**src/rtl/axil_pipe_pkg.sv**
```systemverilog
// Shared types and constants for the AXI4-Lite pipeline slice.
package axil_pipe_pkg;

  typedef enum logic {FULL = 1'b0, LIGHT = 1'b1} mode_e;

  localparam int CH_AW = 0;
  localparam int CH_W  = 1;
  localparam int CH_B  = 2;
  localparam int CH_AR = 3;
  localparam int CH_R  = 4;

  localparam logic [1:0] RESP_OKAY   = 2'b00;
  localparam logic [1:0] RESP_SLVERR = 2'b10;

endpackage

```
**src/rtl/axil_pipe_stage.sv**
```systemverilog
// One valid/ready register stage with an opaque payload: skid buffer (FULL)
// or single half-rate register (LIGHT).
module axil_pipe_stage
  import axil_pipe_pkg::*;
#(
  parameter int    WIDTH = 8,
  parameter mode_e MODE  = FULL
) (
  input  logic             clock,
  input  logic             reset,
  input  logic             in_valid,
  output logic             in_ready,
  input  logic [WIDTH-1:0] in_data,
  output logic             out_valid,
  input  logic             out_ready,
  output logic [WIDTH-1:0] out_data
);

  logic             main_v;
  logic [WIDTH-1:0] main_d;
  logic             in_fire;
  logic             out_fire;

  // Valid is masked during reset so no beat leaves in the reset cycle.
  assign out_valid = main_v && !reset;
  assign out_data  = main_d;
  assign out_fire  = out_valid && out_ready;
  assign in_fire   = in_valid && in_ready;

  if (MODE == FULL) begin : g_full
    logic             skid_v;
    logic [WIDTH-1:0] skid_d;

    assign in_ready = !skid_v && !reset;

    always_ff @(posedge clock) begin
      if (reset) begin
        main_v <= 1'b0;
        skid_v <= 1'b0;
      end else if (out_fire || !main_v) begin
        // skid_v implies main_v, and no input is accepted while skid_v is set
        if (skid_v) begin
          main_d <= skid_d;
          skid_v <= 1'b0;
        end else begin
          main_v <= in_fire;
          if (in_fire) main_d <= in_data;
        end
      end else if (in_fire) begin
        skid_v <= 1'b1;
        skid_d <= in_data;
      end
    end
  end else begin : g_light
    assign in_ready = !main_v && !reset;

    always_ff @(posedge clock) begin
      if (reset) begin
        main_v <= 1'b0;
      end else if (out_fire) begin
        main_v <= 1'b0;
      end else if (in_fire) begin
        main_v <= 1'b1;
        main_d <= in_data;
      end
    end
  end

endmodule

```
**src/rtl/axil_pipe_slice.sv**
```systemverilog
// AXI4-Lite pipeline slice: STAGES register stages on each channel selected
// by CH_MASK; unselected channels are plain wires.
module axil_pipe_slice
  import axil_pipe_pkg::*;
#(
  parameter int          ADDR_W  = 32,
  parameter int          DATA_W  = 32,
  parameter int          STAGES  = 1,
  parameter mode_e       MODE    = FULL,
  parameter logic [4:0]  CH_MASK = 5'h1F
) (
  input  logic                  clock,
  input  logic                  reset,
  input  logic                  s_awvalid,
  output logic                  s_awready,
  input  logic [ADDR_W-1:0]     s_awaddr,
  input  logic [2:0]            s_awprot,
  input  logic                  s_wvalid,
  output logic                  s_wready,
  input  logic [DATA_W-1:0]     s_wdata,
  input  logic [DATA_W/8-1:0]   s_wstrb,
  output logic                  s_bvalid,
  input  logic                  s_bready,
  output logic [1:0]            s_bresp,
  input  logic                  s_arvalid,
  output logic                  s_arready,
  input  logic [ADDR_W-1:0]     s_araddr,
  input  logic [2:0]            s_arprot,
  output logic                  s_rvalid,
  input  logic                  s_rready,
  output logic [DATA_W-1:0]     s_rdata,
  output logic [1:0]            s_rresp,
  output logic                  m_awvalid,
  input  logic                  m_awready,
  output logic [ADDR_W-1:0]     m_awaddr,
  output logic [2:0]            m_awprot,
  output logic                  m_wvalid,
  input  logic                  m_wready,
  output logic [DATA_W-1:0]     m_wdata,
  output logic [DATA_W/8-1:0]   m_wstrb,
  input  logic                  m_bvalid,
  output logic                  m_bready,
  input  logic [1:0]            m_bresp,
  output logic                  m_arvalid,
  input  logic                  m_arready,
  output logic [ADDR_W-1:0]     m_araddr,
  output logic [2:0]            m_arprot,
  input  logic                  m_rvalid,
  output logic                  m_rready,
  input  logic [DATA_W-1:0]     m_rdata,
  input  logic [1:0]            m_rresp
);

  localparam int AX_PW = ADDR_W + 3;
  localparam int W_PW  = DATA_W + DATA_W / 8;
  localparam int R_PW  = DATA_W + 2;

  if (!(DATA_W == 32 || DATA_W == 64)) begin : g_bad_data_w
    $error("axil_pipe_slice: DATA_W must be 32 or 64");
  end
  if (STAGES < 0 || STAGES > 4) begin : g_bad_stages
    $error("axil_pipe_slice: STAGES must be 0..4");
  end

  if (CH_MASK[CH_AW] && STAGES > 0) begin : g_aw
    logic             v [STAGES+1];
    logic             r [STAGES+1];
    logic [AX_PW-1:0] d [STAGES+1];
    assign v[0] = s_awvalid;
    assign d[0] = {s_awaddr, s_awprot};
    assign s_awready = r[0];
    assign m_awvalid = v[STAGES];
    assign {m_awaddr, m_awprot} = d[STAGES];
    assign r[STAGES] = m_awready;
    for (genvar i = 0; i < STAGES; i++) begin : g_stage
      axil_pipe_stage #(.WIDTH(AX_PW), .MODE(MODE)) u_stage (
        .clock(clock), .reset(reset),
        .in_valid(v[i]), .in_ready(r[i]), .in_data(d[i]),
        .out_valid(v[i+1]), .out_ready(r[i+1]), .out_data(d[i+1]));
    end
  end else begin : g_aw_wire
    assign m_awvalid = s_awvalid;
    assign s_awready = m_awready;
    assign m_awaddr  = s_awaddr;
    assign m_awprot  = s_awprot;
  end

  if (CH_MASK[CH_W] && STAGES > 0) begin : g_w
    logic            v [STAGES+1];
    logic            r [STAGES+1];
    logic [W_PW-1:0] d [STAGES+1];
    assign v[0] = s_wvalid;
    assign d[0] = {s_wdata, s_wstrb};
    assign s_wready = r[0];
    assign m_wvalid = v[STAGES];
    assign {m_wdata, m_wstrb} = d[STAGES];
    assign r[STAGES] = m_wready;
    for (genvar i = 0; i < STAGES; i++) begin : g_stage
      axil_pipe_stage #(.WIDTH(W_PW), .MODE(MODE)) u_stage (
        .clock(clock), .reset(reset),
        .in_valid(v[i]), .in_ready(r[i]), .in_data(d[i]),
        .out_valid(v[i+1]), .out_ready(r[i+1]), .out_data(d[i+1]));
    end
  end else begin : g_w_wire
    assign m_wvalid = s_wvalid;
    assign s_wready = m_wready;
    assign m_wdata  = s_wdata;
    assign m_wstrb  = s_wstrb;
  end

  // B and R flow from the master side back to the slave side.
  if (CH_MASK[CH_B] && STAGES > 0) begin : g_b
    logic       v [STAGES+1];
    logic       r [STAGES+1];
    logic [1:0] d [STAGES+1];
    assign v[0] = m_bvalid;
    assign d[0] = m_bresp;
    assign m_bready = r[0];
    assign s_bvalid = v[STAGES];
    assign s_bresp  = d[STAGES];
    assign r[STAGES] = s_bready;
    for (genvar i = 0; i < STAGES; i++) begin : g_stage
      axil_pipe_stage #(.WIDTH(2), .MODE(MODE)) u_stage (
        .clock(clock), .reset(reset),
        .in_valid(v[i]), .in_ready(r[i]), .in_data(d[i]),
        .out_valid(v[i+1]), .out_ready(r[i+1]), .out_data(d[i+1]));
    end
  end else begin : g_b_wire
    assign s_bvalid = m_bvalid;
    assign m_bready = s_bready;
    assign s_bresp  = m_bresp;
  end

  if (CH_MASK[CH_AR] && STAGES > 0) begin : g_ar
    logic             v [STAGES+1];
    logic             r [STAGES+1];
    logic [AX_PW-1:0] d [STAGES+1];
    assign v[0] = s_arvalid;
    assign d[0] = {s_araddr, s_arprot};
    assign s_arready = r[0];
    assign m_arvalid = v[STAGES];
    assign {m_araddr, m_arprot} = d[STAGES];
    assign r[STAGES] = m_arready;
    for (genvar i = 0; i < STAGES; i++) begin : g_stage
      axil_pipe_stage #(.WIDTH(AX_PW), .MODE(MODE)) u_stage (
        .clock(clock), .reset(reset),
        .in_valid(v[i]), .in_ready(r[i]), .in_data(d[i]),
        .out_valid(v[i+1]), .out_ready(r[i+1]), .out_data(d[i+1]));
    end
  end else begin : g_ar_wire
    assign m_arvalid = s_arvalid;
    assign s_arready = m_arready;
    assign m_araddr  = s_araddr;
    assign m_arprot  = s_arprot;
  end

  if (CH_MASK[CH_R] && STAGES > 0) begin : g_r
    logic            v [STAGES+1];
    logic            r [STAGES+1];
    logic [R_PW-1:0] d [STAGES+1];
    assign v[0] = m_rvalid;
    assign d[0] = {m_rdata, m_rresp};
    assign m_rready = r[0];
    assign s_rvalid = v[STAGES];
    assign {s_rdata, s_rresp} = d[STAGES];
    assign r[STAGES] = s_rready;
    for (genvar i = 0; i < STAGES; i++) begin : g_stage
      axil_pipe_stage #(.WIDTH(R_PW), .MODE(MODE)) u_stage (
        .clock(clock), .reset(reset),
        .in_valid(v[i]), .in_ready(r[i]), .in_data(d[i]),
        .out_valid(v[i+1]), .out_ready(r[i+1]), .out_data(d[i+1]));
    end
  end else begin : g_r_wire
    assign s_rvalid = m_rvalid;
    assign m_rready = s_rready;
    assign s_rdata  = m_rdata;
    assign s_rresp  = m_rresp;
  end

endmodule

```
**config.mk**
```make
export PLATFORM = sky130hd
export DESIGN_NAME = axil_pipe_slice
export DESIGN_NICKNAME = d
export VERILOG_FILES = /design/src/rtl/axil_pipe_pkg.sv /design/src/rtl/axil_pipe_stage.sv /design/src/rtl/axil_pipe_slice.sv
export SDC_FILE = /design/constraint.sdc
export NUM_CORES = 1
export LEC_CHECK = 0
export BUFFER_PORTS_ARGS = -buffer_cell sky130_fd_sc_hd__buf_2
export CORE_MARGIN = 10
export CORE_UTILIZATION = 54
export CTS_BUF_LIST = sky130_fd_sc_hd__clkbuf_8
export DETAILED_ROUTE_END_ITERATION = 16
export PLACE_DENSITY = 0.82
export SLEW_MARGIN = 0
export SYNTH_ARGS = -nofsm -noshare
export SYNTH_HDL_FRONTEND = slang
export SYNTH_SLANG_ARGS = --single-unit
```
**constraint.sdc**
```tcl
create_clock -name clock -period 5.1 [get_ports clock]
set_clock_uncertainty 0.2 [all_clocks]
set_input_delay 0.51 -clock clock [delete_from_list [all_inputs] [get_ports clock]]
set_output_delay 0.51 -clock clock [all_outputs]
set_load 0.05 [all_outputs]
```
# Yosys cells after proc, flatten, opt, wreduce, memory -nomap -nowiden
# Index checks and enable logic that the tools add are counted.
# word_totals
latch_bits,0
ramBits,0
n_memories,0
reg_bits,294
romBits,0
inputBits,154
# classes
add_sub_neg,0
eq_ne,0
bitwise,11
n_mux,10
n_shift,0
multipliers,0
div,0
order_cmp,0
reduce_logical,61
# op_table
op,count
$mux 35,4
$mux 36,2
$mux 34,2
$reduce_and 3->1,10
$logic_and 1x1->1,20
$logic_not 1->1,11
$not 1->1,11
$reduce_and 2->1,5
$reduce_bool 2->1,5
$reduce_or 2->1,5
$logic_or 1x1->1,5
$mux 2,2

# Longest topological paths before layout
# Gate-level depths: netlist (run 1).
# logic_depth
depth_word,6
ltp_mapped,4
ltp_nobuf,2

# By module
# Synthesis (run 1) repeated with hierarchy kept, for this count alone.
# hier_totals
hier_cells,507
area_unflattened_um2,10939.2
# modules_own_cells
module,area_each_um2,seq_area_each_um2,cells_each,n_inst
axil_pipe_stage at g_ar.g_stage[0].u_stage ...,2670.1,2142.1,122,2
axil_pipe_stage at g_w.g_stage[0].u_stage,2717.6,2202.1,125,1
axil_pipe_stage at g_r.g_stage[0].u_stage,2633.8,2082.0,119,1
axil_pipe_stage at g_b.g_stage[0].u_stage,247.7,160.2,19,1

# Least setup slack after synthesis (run 1)
# OpenSTA, ideal clock, no wires.
# synth_path
path_kind,input port to flip-flop
from,in reset
to,"reg g_w.g_stage[0].u_stage.g_full.skid_d[0], enable pin"
n_path_buf,1
required_time_ps,4426
stages,3
setup_ps,474
arrival_time_ps,3366
path_slack_ps,1060
path_cell_list,buf_2 -> nand2b_1 -> nor3_1
# synth_via
elab_chain_cells,6
elab_cells_between_ends,9
cone_classes,bitwise: 2; reduce/logical: 7
# synth_rtl
element,line,text
from (decl),axil_pipe_slice.sv:13,"input logic reset,"
$logic_not 1->1,"axil_pipe_stage.sv:25, axil_pipe_stage.sv:34",
$logic_and 1x1->1,axil_pipe_stage.sv:25,assign out_valid = main_v && !reset;
$logic_and 1x1->1,axil_pipe_stage.sv:27,assign out_fire = out_valid && out_ready;
$logic_or 1x1->1,axil_pipe_stage.sv:40,end else if (out_fire || !main_v) begin
$not 1->1 (no line),n/a,
$reduce_and 3->1 (no line) (*),n/a,
to (signal assigned),axil_pipe_stage.sv:51,skid_d <= in_data;
to (decl),axil_pipe_stage.sv:32,logic [WIDTH-1:0] skid_d;
# Every way passes the cells marked *; elsewhere a longest branch is shown, timed or not.
# A chain may end at the register's enable or synchronous reset.

# Worst setup path in the final report (run 1)
# layout_path
from,reg g_w.g_stage[0].u_stage.g_full.skid_v
to,"reg g_w.g_stage[0].u_stage.main_d[8], enable pin"
# layout_via
elab_chain_cells,5
# layout_rtl
element,line,text
from (decl),axil_pipe_stage.sv:31,logic skid_v;
from (signal assigned),axil_pipe_stage.sv:39,skid_v <= 1'b0;
from (signal assigned),axil_pipe_stage.sv:44,skid_v <= 1'b0;
from (signal assigned),axil_pipe_stage.sv:50,skid_v <= 1'b1;
$logic_not 1->1,axil_pipe_stage.sv:34,assign in_ready = !skid_v && !reset;
$logic_and 1x1->1,axil_pipe_stage.sv:34,
$logic_and 1x1->1,axil_pipe_stage.sv:28,assign in_fire = in_valid && in_ready;
$reduce_bool 2->1 (no line) (*),n/a,
$reduce_and 3->1 (no line) (*),n/a,
to (signal assigned),axil_pipe_stage.sv:43,main_d <= skid_d;
to (signal assigned),axil_pipe_stage.sv:47,if (in_fire) main_d <= in_data;
to (decl),axil_pipe_stage.sv:20,logic [WIDTH-1:0] main_d;
# Marks and branches as above.

==> results of run 1 <==
registers in the layout, indices dropped and copies added (netlist names), 2 cells and up:
signal,count
g_ar.g_stage.u_stage.g_full.skid_d,35
g_ar.g_stage.u_stage.out_data,35
g_aw.g_stage.u_stage.g_full.skid_d,35
g_aw.g_stage.u_stage.out_data,35
g_b.g_stage.u_stage.g_full.skid_d,2
g_b.g_stage.u_stage.out_data,2
g_r.g_stage.u_stage.g_full.skid_d,34
g_r.g_stage.u_stage.out_data,34
g_w.g_stage.u_stage.g_full.skid_d,36
g_w.g_stage.u_stage.out_data,36
power groups by stage:
stage	Combinational, mW	Clock (mW)	Sequential (mW)
6_report	0.607	1.75	2.78
5_1_grt	0.636	1.90	2.78
4_1_cts	0.596	1.77	2.77
3_5_place_dp	0.504	0	2.82
3_3_place_gp	0.495	0	2.82
2_1_floorplan	0.147	0	3.01
layer usage:
layer,GRT usage (%),share of wire (%)
met1,24.8,36
met2,38.0,52
met3,7.28,10
met4,6.00,1.9
met5,0,0
cells in the mapped netlist:
cell type / number / area, µm²
sky130_fd_sc_hd__mux2_4: 34 / 510
sky130_fd_sc_hd__buf_8: 3 / 45.0
sky130_fd_sc_hd__buf_4: 4 / 30.0
sky130_fd_sc_hd__mux2_2: 108 / 1220
sky130_fd_sc_hd__o22ai_1: 5 / 31.3
sky130_fd_sc_hd__buf_2: 7 / 35.0
sky130_fd_sc_hd__nand2b_1: 10 / 62.6
sky130_fd_sc_hd__buf_6: 4 / 45.0
sky130_fd_sc_hd__nor3_1: 13 / 65.1
sky130_fd_sc_hd__nor2b_1: 10 / 62.6
sky130_fd_sc_hd__dfxtp_1: 10 / 200
sky130_fd_sc_hd__nor2_1: 10 / 37.5
sky130_fd_sc_hd__nor3_2: 2 / 20.0
sky130_fd_sc_hd__edfxtp_1: 284 / 8530
sky130_fd_sc_hd__inv_1: 5 / 18.8
cell families (layout without fill, tap and decap cells):
kind of cell	count (synthesis)	in the layout	synth area share, %
multiplexers	142	142	15.8
other	0	2	0
flip-flops	294	294	80.0
buffers and inverters	23	547	1.59
AND/OR/NAND/NOR	45	45	2.27
AO/OA/AOI/OAI	5	5	0.287
area by class of cell:
type,instances,area [µm²]
Multi-Input combinational cell,192,2050
Tap cell,265,332
Inverter,5,18.8
Fill cell,1052,4640
Sequential cell,294,8730
Antenna cell,2,5.00
Clock buffer,49,674
Clock inverter,30,120
Timing Repair Buffer,463,3080
tightest hold or removal path: cells and delay by family:
kind                   cells  cell delay (ps)
AND/OR/NAND/NOR            2              190
buffers and inverters      1              100
what timing repair did:
item | in CTS | in global routing
hold buffers | 147 | 0
resized for setup | 0 | 0
endpoints found under the hold margin | 147 | 0
path summary, 6_finish.rpt:
kind / start / endpoint / slack [ps] / cells past startpoint
hold reg to reg: g_aw.g_stage[0].u_stage.g_full.skid_d[34]$_DFFE_PP_ / g_aw.g_stage[0].u_stage.out_data[34]$_DFFE_PP_ / 340 / 1
setup / recovery: g_w.g_stage[0].u_stage.g_full.skid_v$_SDFFE_PP0P_ / g_w.g_stage[0].u_stage.out_data[8]$_DFFE_PP_ / 2240 / 3
hold / removal: s_wvalid / g_w.g_stage[0].u_stage.g_full.skid_v$_SDFFE_PP0P_ / 130 / 3
setup reg to reg: g_w.g_stage[0].u_stage.g_full.skid_v$_SDFFE_PP0P_ / g_w.g_stage[0].u_stage.out_data[8]$_DFFE_PP_ / 2240 / 3
==> impl_metrics.env, run 1 <==
export IMPL_firstDrtPassIters=4
export IMPL_combinationalPowerShare_pct=11.8
export IMPL_timing_critical_path_slowest_stage_cell="sky130_fd_sc_hd__dfxtp_2"
export IMPL_detailedPlace_worstSlack_ps=2240
export IMPL_worstPathCellList="nor2_1, nor3_2, buf_4"
export IMPL_ys_seq_elements=294
export IMPL_buffer_ports_inserted=305
export IMPL_synthesis_area_per_instance_um2=21.4
export IMPL_finish_utilization_pct=76.4
export IMPL_grt_overflow_total=0
export IMPL_ys_warnings_count=0
export IMPL_pwr_share_seq_pct=54.0
export IMPL_core_area_um2=19700
export IMPL_tritoncts_clock_tree="built"
export IMPL_share_of_post_route_cells_with_drive_strength_above_1_pct=50.5
export IMPL_fmax_mhz=350
export IMPL_grt_pass1_vias=7372
export IMPL_clk_pin_slew_ps=60
export IMPL_finalWorstPathRequiredPeriod_ps=2860
export IMPL_setup_viol=0
export IMPL_setup_slack_ps=2240
export IMPL_cts_buffers_inserted=46
export IMPL_route_final_wire_length_mm=29.4
export IMPL_synth_lib_cells_used_distinct=15
export IMPL_max_stage_delay_ps=940
export IMPL_detail_route_iter0_violations=477
export IMPL_gp_congestion=0.817
export IMPL_synth_net_count=663
export IMPL_post_route_cell_area_um2=15000
export IMPL_pwr_share_clk_pct=34.1
export IMPL_power_static_leakage_nw=5.79
export IMPL_root_buffer="sky130_fd_sc_hd__clkbuf_8"
export IMPL_chipWidth_um=162
export IMPL_totalPowerFinal_mw=5.14
export IMPL_clk_insertion_delay_late_ps=530
export IMPL_layout_cells_most_common="sky130_fd_sc_hd__buf_2"
export IMPL_most_common_layout_cells="305 x sky130_fd_sc_hd__buf_2, 284 x sky130_fd_sc_hd__edfxtp_1, 147 x sky130_fd_sc_hd__dlygate4sd3_1"
export IMPL_cp_arrival_ps=2850
export IMPL_wl_per_cell_um=22.6
export IMPL_final_routed_drc_violation_total=0
export IMPL_final_max_slew_violation_count=0
export IMPL_dieArea_um2=26300
export IMPL_worst_path_dominant_cell_family="flip-flops"
export IMPL_global_route_usage_total_pct=21.7
export IMPL_rsz_0062_raised_after_global_routing="no"
export IMPL_post_synth_inst_count=509
export IMPL_vias=6771
export IMPL_max_cap_violations=0
export IMPL_floorplan_initialDensity_pct=55.5
export IMPL_critical_path_endpoint_type="flop"
export IMPL_power_per_cell_area_nw_per_um2=342
export IMPL_setup_worst_path_class="reg2reg"
export IMPL_final_period_utilization_pct=56.1
export IMPL_power_switching_share_pct=24.9
export IMPL_global_route_wire_length_before_repair_mm=44.5
export IMPL_run_status="complete, no violations"
export IMPL_syn_cell_area_um2=10900
export IMPL_area_growth_pct=37.6
export IMPL_placed_standard_cell_area_um2=12700
export IMPL_die_h_um=162
export IMPL_clock_sink_count=294
export IMPL_postRouteAntennaNets=0
export IMPL_final_layout_worst_hold_slack_ps=130
export IMPL_stdcell_count=1300
export IMPL_setup_tns_ps=0
export IMPL_finalHoldViolCount=0
export IMPL_p_int_mw=3.86
export IMPL_cts_max_path_buffers=3
export IMPL_viasPerCell=5.21
export IMPL_power_switching_mw=1.28
export IMPL_hold_class="in2reg"
export IMPL_initial_antenna_violation_count=2
export IMPL_cts_setup_buffers=0
export IMPL_setup_worst_path_start_class="flop"
export IMPL_ir_worst_vdd_v=0.000245
export IMPL_top_level_ports=306
export IMPL_post_place_cells=1072
export IMPL_critPathRequiredTime_ps=5090
export IMPL_finish_net_count=1156
export IMPL_critPathBufInv=1
export IMPL_grt_start_max_net_pins=41
export IMPL_cts_htree_levels=2
export IMPL_register_area_share_after_synthesis_pct=80.0
export IMPL_worst_slew_pin_transition_ps=971
export IMPL_fp_row_count=51
export IMPL_crit_fanout=40
export IMPL_max_slew_margin_rel_pct=35.3
export IMPL_dp_hpwl_mm=17.0
No activity file was read; power rests on OpenSTA's default activity.
==> run 2: changes to the inputs <==
- ABC_AREA: not set -> 1
- CORE_UTILIZATION: 54 -> 49
- PLACE_DENSITY: 0.82 -> 0.79
- clock period: 5.1 -> 2.6 ns (I/O delays scaled with it)
==> run 2 against run 1 <==
Sequential power is 97% higher; largest power group unchanged; first-iteration DRC count is 44% higher; via count is 19% higher.
==> impl_metrics.env, run 2 <==
export IMPL_detailed_route_wirelength_on_metal3_mm=2.78
export IMPL_rsz_0062_raised_after_global_routing="no"
export IMPL_clk_insertion_delay_late_ps=550
export IMPL_share_of_post_route_cells_with_drive_strength_above_1_pct=29.2
export IMPL_synth_largest_type_area_fraction_pct=79.1
export IMPL_firstDrtPassIters=6
export IMPL_vias=8090
export IMPL_max_cap_violations=0
export IMPL_root_buffer="sky130_fd_sc_hd__clkbuf_8"
export IMPL_cts_htree_levels=2
export IMPL_setup_tns_ps=0
export IMPL_worst_r2r_startpoint="g_r.g_stage[0].u_stage.g_full.skid_v$_SDFFE_PP0P_"
export IMPL_ys_seq_elements=294
export IMPL_finish_net_count=1470
export IMPL_post_route_cell_area_um2=15100
export IMPL_tritoncts_clock_tree="built"
export IMPL_synth_top_cells_by_area="sky130_fd_sc_hd__edfxtp_1 79%, sky130_fd_sc_hd__nand2_1 15%, sky130_fd_sc_hd__dfxtp_1 1.9%, sky130_fd_sc_hd__nor2_1 0.80%, sky130_fd_sc_hd__buf_4 0.56%"
export IMPL_dp_hpwl_mm=18.5
export IMPL_top_signal_layer_used="met4"
export IMPL_crit_fanout=35
export IMPL_yosys_cell_count_top_type="sky130_fd_sc_hd__nand2_1"
export IMPL_leading_cell_types_by_count_after_synthesis="442 x sky130_fd_sc_hd__nand2_1, 284 x sky130_fd_sc_hd__edfxtp_1, 23 x sky130_fd_sc_hd__nor2_1"
export IMPL_chipWidth_um=168
export IMPL_initial_antenna_violation_count=5
export IMPL_cts_max_path_buffers=3
export IMPL_cts_resized=0
export IMPL_critPathBufInv=3
export IMPL_finalHoldViolCount=0
export IMPL_final_period_utilization_pct=88.5
export IMPL_finalWorstPathRequiredPeriod_ps=2300
export IMPL_final_layout_worst_hold_slack_ps=124
export IMPL_detail_route_iter0_violations=687
export IMPL_grt_pass1_vias=8590
export IMPL_cts_buffers_inserted=46
export IMPL_critPathRequiredTime_ps=2880
export IMPL_worstPathCellList="buf_4, inv_2, nand2_1, nand2_1, nand2_1, dlygate4sd3_1"
export IMPL_power_static_leakage_nw=6.49
export IMPL_die_h_um=168
export IMPL_area_growth_pct=40.1
export IMPL_final_routed_drc_violation_total=0
export IMPL_run_status="complete, no violations"
export IMPL_postSynth_asyncResetShare_pct=0
export IMPL_cts_setup_buffers=0
export IMPL_global_route_wire_length_before_repair_mm=45.4
export IMPL_yosysTopAreaCell="sky130_fd_sc_hd__edfxtp_1"
export IMPL_worst_path_dominant_cell_family="buffers and inverters"
export IMPL_core_area_um2=21800
export IMPL_layout_cells_most_common="sky130_fd_sc_hd__nand2_1"
export IMPL_synth_edf_count=284
export IMPL_setup_worst_path_class="reg2reg"
export IMPL_final_max_slew_violation_count=0
export IMPL_synthesis_area_per_instance_um2=13.1
export IMPL_dieArea_um2=28400
export IMPL_stdcell_count=1638
export IMPL_most_common_layout_cells="442 x sky130_fd_sc_hd__nand2_1, 305 x sky130_fd_sc_hd__buf_2, 284 x sky130_fd_sc_hd__edfxtp_1"
export IMPL_register_area_share_after_synthesis_pct=80.9
export IMPL_worst_setup_path_startpoint="g_r.g_stage[0].u_stage.g_full.skid_v$_SDFFE_PP0P_"
export IMPL_fp_row_count=54
export IMPL_power_per_cell_area_nw_per_um2=686
export IMPL_timing_critical_path_slowest_stage_cell="sky130_fd_sc_hd__dfxtp_1"
export IMPL_synth_main_ff_cell="sky130_fd_sc_hd__edfxtp_1"
export IMPL_hold_start="reset"
export IMPL_route_final_wire_length_mm=29.4
export IMPL_wl_met2_mm=14.5
export IMPL_grt_overflow_total=0
export IMPL_synth_net_count=976
export IMPL_grt_start_max_net_pins=40
export IMPL_synth_lib_cells_used_distinct=14
export IMPL_fmax_mhz=434
export IMPL_viasPerCell=4.94
export IMPL_setup_viol=0
export IMPL_placed_standard_cell_area_um2=12700
export IMPL_finish_utilization_pct=69.5
export IMPL_post_place_cells=1390
export IMPL_setup_worst_path_start_class="flop"
export IMPL_global_route_usage_total_pct=20.0
export IMPL_post_synth_inst_count=822
export IMPL_wl_per_cell_um=18.0
export IMPL_ir_worst_vdd_v=0.000523
export IMPL_ys_warnings_count=0
export IMPL_floorplan_initialDensity_pct=49.6
export IMPL_buffer_ports_inserted=305
export IMPL_top_level_ports=306
export IMPL_gp_congestion=0.791
export IMPL_max_stage_delay_ps=580
export IMPL_postRouteAntennaNets=0
export IMPL_clock_sink_count=294
export IMPL_cp_arrival_ps=2580
export IMPL_max_slew_margin_rel_pct=31.4
export IMPL_wl_met1_mm=11.0
export IMPL_hold_class="in2reg"
export IMPL_syn_cell_area_um2=10800
export IMPL_clk_pin_slew_ps=60
export IMPL_worst_slew_pin_transition_ps=1030
export IMPL_critical_path_top_cell_by_count="sky130_fd_sc_hd__nand2_1"
export IMPL_critical_path_endpoint_type="flop"
[run 2: routing by layer]
| layer | vias up | track usage, % |
|---|---|---|
| met5 | - | 0 |
| met2 | 460 | 33.6 |
| met1 | 3778 | 22.8 |
| met3 | 88 | 5.89 |
| met4 | 0 | 10.2 |
| li1 | 3764 | - |
[run 2: repair_timing]
| action | 4_1_cts | 5_1_grt |
|---|---|---|
| setup endpoints to repair | 0 | 0 |
| hold buffers | 158 | 0 |
| hold endpoints to repair | 298 | 0 |
[run 2: metrics by stage]
step	worst slack, ps	total power [mW]
6_report	298	10.4
3_3_place_gp	509	6.60
5_1_grt	53.9	10.7
2_1_floorplan	244	6.25
4_1_cts	308	10.4
3_5_place_dp	456	6.63
[run 2: path summary, 6_finish.rpt]
path / endpoint / slack [ps] / cells past startpoint
worst min-delay path: g_w.g_stage[0].u_stage.g_full.skid_v$_SDFFE_PP0P_ / 120 / 3
worst max register to register: g_r.g_stage[0].u_stage.main_v$_SDFFE_PP0P_ / 300 / 6
worst max-delay path: g_r.g_stage[0].u_stage.main_v$_SDFFE_PP0P_ / 300 / 6
worst min register to register: g_aw.g_stage[0].u_stage.out_data[7]$_DFFE_PP_ / 310 / 2
[run 2: report_power, final]
group | switching [mW] | leakage, nW | total [mW] | internal, mW
sequential | 0.0528 | 2.70 | 5.47 | 5.42
combinational | 0.862 | 3.30 | 1.27 | 0.405
clock | 1.75 | 0.491 | 3.62 | 1.88
total | 2.66 | 6.49 | 10.4 | 7.70
[run 2: worst reg2reg max path, cell delays in order (launching register included)]
cell and delay [ps]:
sky130_fd_sc_hd__dfxtp_1 580, sky130_fd_sc_hd__buf_4 370, sky130_fd_sc_hd__inv_2 320, sky130_fd_sc_hd__nand2_1 130
sky130_fd_sc_hd__nand2_1 60, sky130_fd_sc_hd__nand2_1 60, sky130_fd_sc_hd__dlygate4sd3_1 530
[run 2: cell families after synthesis]
family | count (synthesis) | synth area share [%]
simple gates | 469 | 16.4
flops | 294 | 80.9
buf+inv | 45 | 2.04
compound gates | 14 | 0.650
[run 2: cell type report]
cell class | count | area (µm²)
clock buffer | 50 | 688
timing repair buffer | 475 | 3200
fill | 1392 | 6640
multi-input combinational | 483 | 1900
sequential | 294 | 8730
tap | 280 | 350
inverter | 16 | 60.1
antenna | 7 | 17.5
clock inverter | 33 | 173
==> run 3: changes to the inputs <==
==> constraint.sdc (replaced) <==
create_clock -name clock -period 2.6 [get_ports clock]
set_clock_uncertainty 0.2 [all_clocks]
set_input_delay 0.52 -clock clock [delete_from_list [all_inputs] [get_ports clock]]
set_output_delay 0.52 -clock clock [all_outputs]
set_load 0.05 [all_outputs]
==> run 3 against run 2 <==
Via count down 1.8%; worst hold slack worse by 59 ps; clock power up 4%; wire length down 2.4%; final cell count down 1.3%; cell area down 0.22%; register-to-register slack better by 310 ps; combinational power about the same; non-clock buffer count down 14; sequential share of layout area up 0.12 points; critical endpoint is now s_arready; largest cell class unchanged.
==> impl_metrics.env, run 3 (synthesis results as in run 2) <==
export IMPL_cts_buffers_inserted=46
export IMPL_endpoint="s_arready"
export IMPL_cts_resized=0
export IMPL_setup_slack_ps=246
export IMPL_dp_hpwl_mm=18.3
export IMPL_core_area_um2=21800
export IMPL_worst_path_dominant_cell_family="flip-flops"
export IMPL_global_route_wire_length_before_repair_mm=44.4
export IMPL_buffer_ports_inserted=305
export IMPL_vias=7947
export IMPL_global_route_usage_total_pct=19.5
export IMPL_wl_met2_mm=14.4
export IMPL_grt_pass1_vias=8288
export IMPL_chipWidth_um=168
export IMPL_fp_row_count=54
export IMPL_grt_start_max_net_pins=38
export IMPL_worst_r2r_startpoint="g_ar.g_stage[0].u_stage.g_full.skid_v$_SDFFE_PP0P_"
export IMPL_finish_utilization_pct=69.3
export IMPL_cts_setup_buffers=0
export IMPL_final_period_utilization_pct=90.6
export IMPL_setup_viol=0
export IMPL_postRouteAntennaNets=0
export IMPL_final_max_slew_violation_count=0
export IMPL_cts_max_path_buffers=3
export IMPL_most_common_layout_cells="442 x sky130_fd_sc_hd__nand2_1, 305 x sky130_fd_sc_hd__buf_2, 284 x sky130_fd_sc_hd__edfxtp_1"
export IMPL_wl_met1_mm=10.5
export IMPL_clock_sink_count=294
export IMPL_cts_htree_levels=2
export IMPL_dieArea_um2=28400
export IMPL_finish_net_count=1456
export IMPL_crit_fanout=18
export IMPL_worstPathCellList="nor2_2, buf_2"
export IMPL_fmax_mhz=425
export IMPL_root_buffer="sky130_fd_sc_hd__clkbuf_8"
export IMPL_reg2reg_depth=3
export IMPL_critical_path_cell_count=2
export IMPL_stdcell_count=1616
export IMPL_die_h_um=168
export IMPL_detailed_route_wirelength_on_metal3_mm=2.91
export IMPL_critPathBufInv=1
export IMPL_detail_route_iter0_violations=672
export IMPL_setup_tns_ps=0
export IMPL_cp_arrival_ps=1630
export IMPL_max_slew_margin_rel_pct=57.1
export IMPL_timing_critical_path_slowest_stage_cell="sky130_fd_sc_hd__dfxtp_1"
export IMPL_share_of_post_route_cells_with_drive_strength_above_1_pct=30.1
export IMPL_top_signal_layer_used="met4"
export IMPL_tritoncts_clock_tree="built"
export IMPL_initial_antenna_violation_count=1
export IMPL_hold_class="in2reg"
export IMPL_post_route_cell_area_um2=15100
export IMPL_final_routed_drc_violation_total=0
export IMPL_critPathRequiredTime_ps=1880
export IMPL_finalWorstPathRequiredPeriod_ps=2350
export IMPL_floorplan_initialDensity_pct=49.6
export IMPL_grt_overflow_total=0
export IMPL_run_status="complete, no violations"
export IMPL_final_layout_worst_hold_slack_ps=65.2
export IMPL_clk_insertion_delay_late_ps=530
export IMPL_r2r_slack_ps=610
export IMPL_post_place_cells=1392
export IMPL_wl_per_cell_um=17.8
export IMPL_power_static_leakage_nw=6.47
export IMPL_viasPerCell=4.92
export IMPL_firstDrtPassIters=5
export IMPL_setup_worst_path_start_class="flop"
export IMPL_route_final_wire_length_mm=28.7
export IMPL_gp_congestion=0.852
export IMPL_clk_pin_slew_ps=70
export IMPL_worst_slew_pin_transition_ps=642
export IMPL_area_growth_pct=39.8
export IMPL_placed_standard_cell_area_um2=12800
export IMPL_worstReg2RegEnd="g_ar.g_stage[0].u_stage.out_data[28]$_DFFE_PP_"
export IMPL_finalHoldViolCount=0
export IMPL_setup_worst_path_class="reg2out"
export IMPL_max_stage_delay_ps=730
export IMPL_layout_cells_most_common="sky130_fd_sc_hd__nand2_1"
export IMPL_max_cap_violations=0
export IMPL_rsz_0062_raised_after_global_routing="no"
export IMPL_power_per_cell_area_nw_per_um2=697
export IMPL_detailedPlace_worstSlack_ps=424
export IMPL_worst_setup_path_startpoint="g_ar.g_stage[0].u_stage.g_full.skid_v$_SDFFE_PP0P_"
export IMPL_totalPowerFinal_mw=10.5
export IMPL_ir_worst_vdd_v=0.000629
export IMPL_top_level_ports=306
export IMPL_critical_path_endpoint_type="output port"
[run 3: cell count changes in the layout (fill, tap and decap cells not counted)]
cell / before / now
sky130_fd_sc_hd__clkbuf_8: 50 / 51
sky130_fd_sc_hd__diode_2: 7 / 1
sky130_fd_sc_hd__clkinv_4: 0 / 1
sky130_fd_sc_hd__clkinv_2: 5 / 7
sky130_fd_sc_hd__dlygate4sd3_1: 158 / 142
sky130_fd_sc_hd__clkinvlp_4: 3 / 4
sky130_fd_sc_hd__inv_1: 26 / 25
sky130_fd_sc_hd__clkinv_1: 8 / 1
sky130_fd_sc_hd__bufinv_16: 1 / 2
sky130_fd_sc_hd__buf_4: 12 / 7
sky130_fd_sc_hd__buf_12: 0 / 7
[run 3: repair_timing]
action,4_1_cts,5_1_grt
endpoints found under the setup margin,0,0
hold buffers,142,0
hold endpoints to repair,142,0
[run 3: worst min-delay path by stage]
stage                                                             from                                            end  slack [ps]  depth (start not counted)
floorplan           g_ar.g_stage[0].u_stage.g_full.skid_d[0]$_DFFE_PP_  g_ar.g_stage[0].u_stage.out_data[0]$_DFFE_PP_         290                          2
global placement    g_ar.g_stage[0].u_stage.g_full.skid_d[5]$_DFFE_PP_  g_ar.g_stage[0].u_stage.out_data[5]$_DFFE_PP_         300                          2
detailed placement  g_w.g_stage[0].u_stage.g_full.skid_d[18]$_DFFE_PP_  g_w.g_stage[0].u_stage.out_data[18]$_DFFE_PP_         300                          2
CTS                                                           m_bvalid     g_b.g_stage[0].u_stage.main_v$_SDFFE_PP0P_          10                          3
global route                                                  m_bvalid     g_b.g_stage[0].u_stage.main_v$_SDFFE_PP0P_          60                          3
finish                                                        m_bvalid     g_b.g_stage[0].u_stage.main_v$_SDFFE_PP0P_          70                          3
[run 3: area by class of cell]
class / instances / area, µm²
Antenna cell: 1 / 2.50
Sequential cell: 294 / 8730
Timing Repair Buffer: 461 / 3140
Tap cell: 280 / 350
Multi-Input combinational cell: 483 / 1900
Inverter: 16 / 60.1
Clock inverter: 30 / 199
Clock buffer: 51 / 702
Fill cell: 1375 / 6680
[run 3: power by group]
group	leakage (nW)	switching, mW	internal, mW
Clock	0.508	1.76	2.02
Sequential	2.70	0.0574	5.41
Combinational	3.26	0.852	0.403
Total	6.47	2.67	7.83
[run 3: tightest hold or removal path, stage by stage]
cell and delay, ps:
sky130_fd_sc_hd__buf_2 90, sky130_fd_sc_hd__nand2_1 80, sky130_fd_sc_hd__nand2_1 80
[run 3: routing by layer]
| metal | GRT usage [%] | up-vias |
|---|---|---|
| met5 | 0 | - |
| met4 | 7.72 | 0 |
| met3 | 6.43 | 68 |
| met2 | 33.1 | 438 |
| met1 | 22.3 | 3710 |
| li1 | - | 3731 |
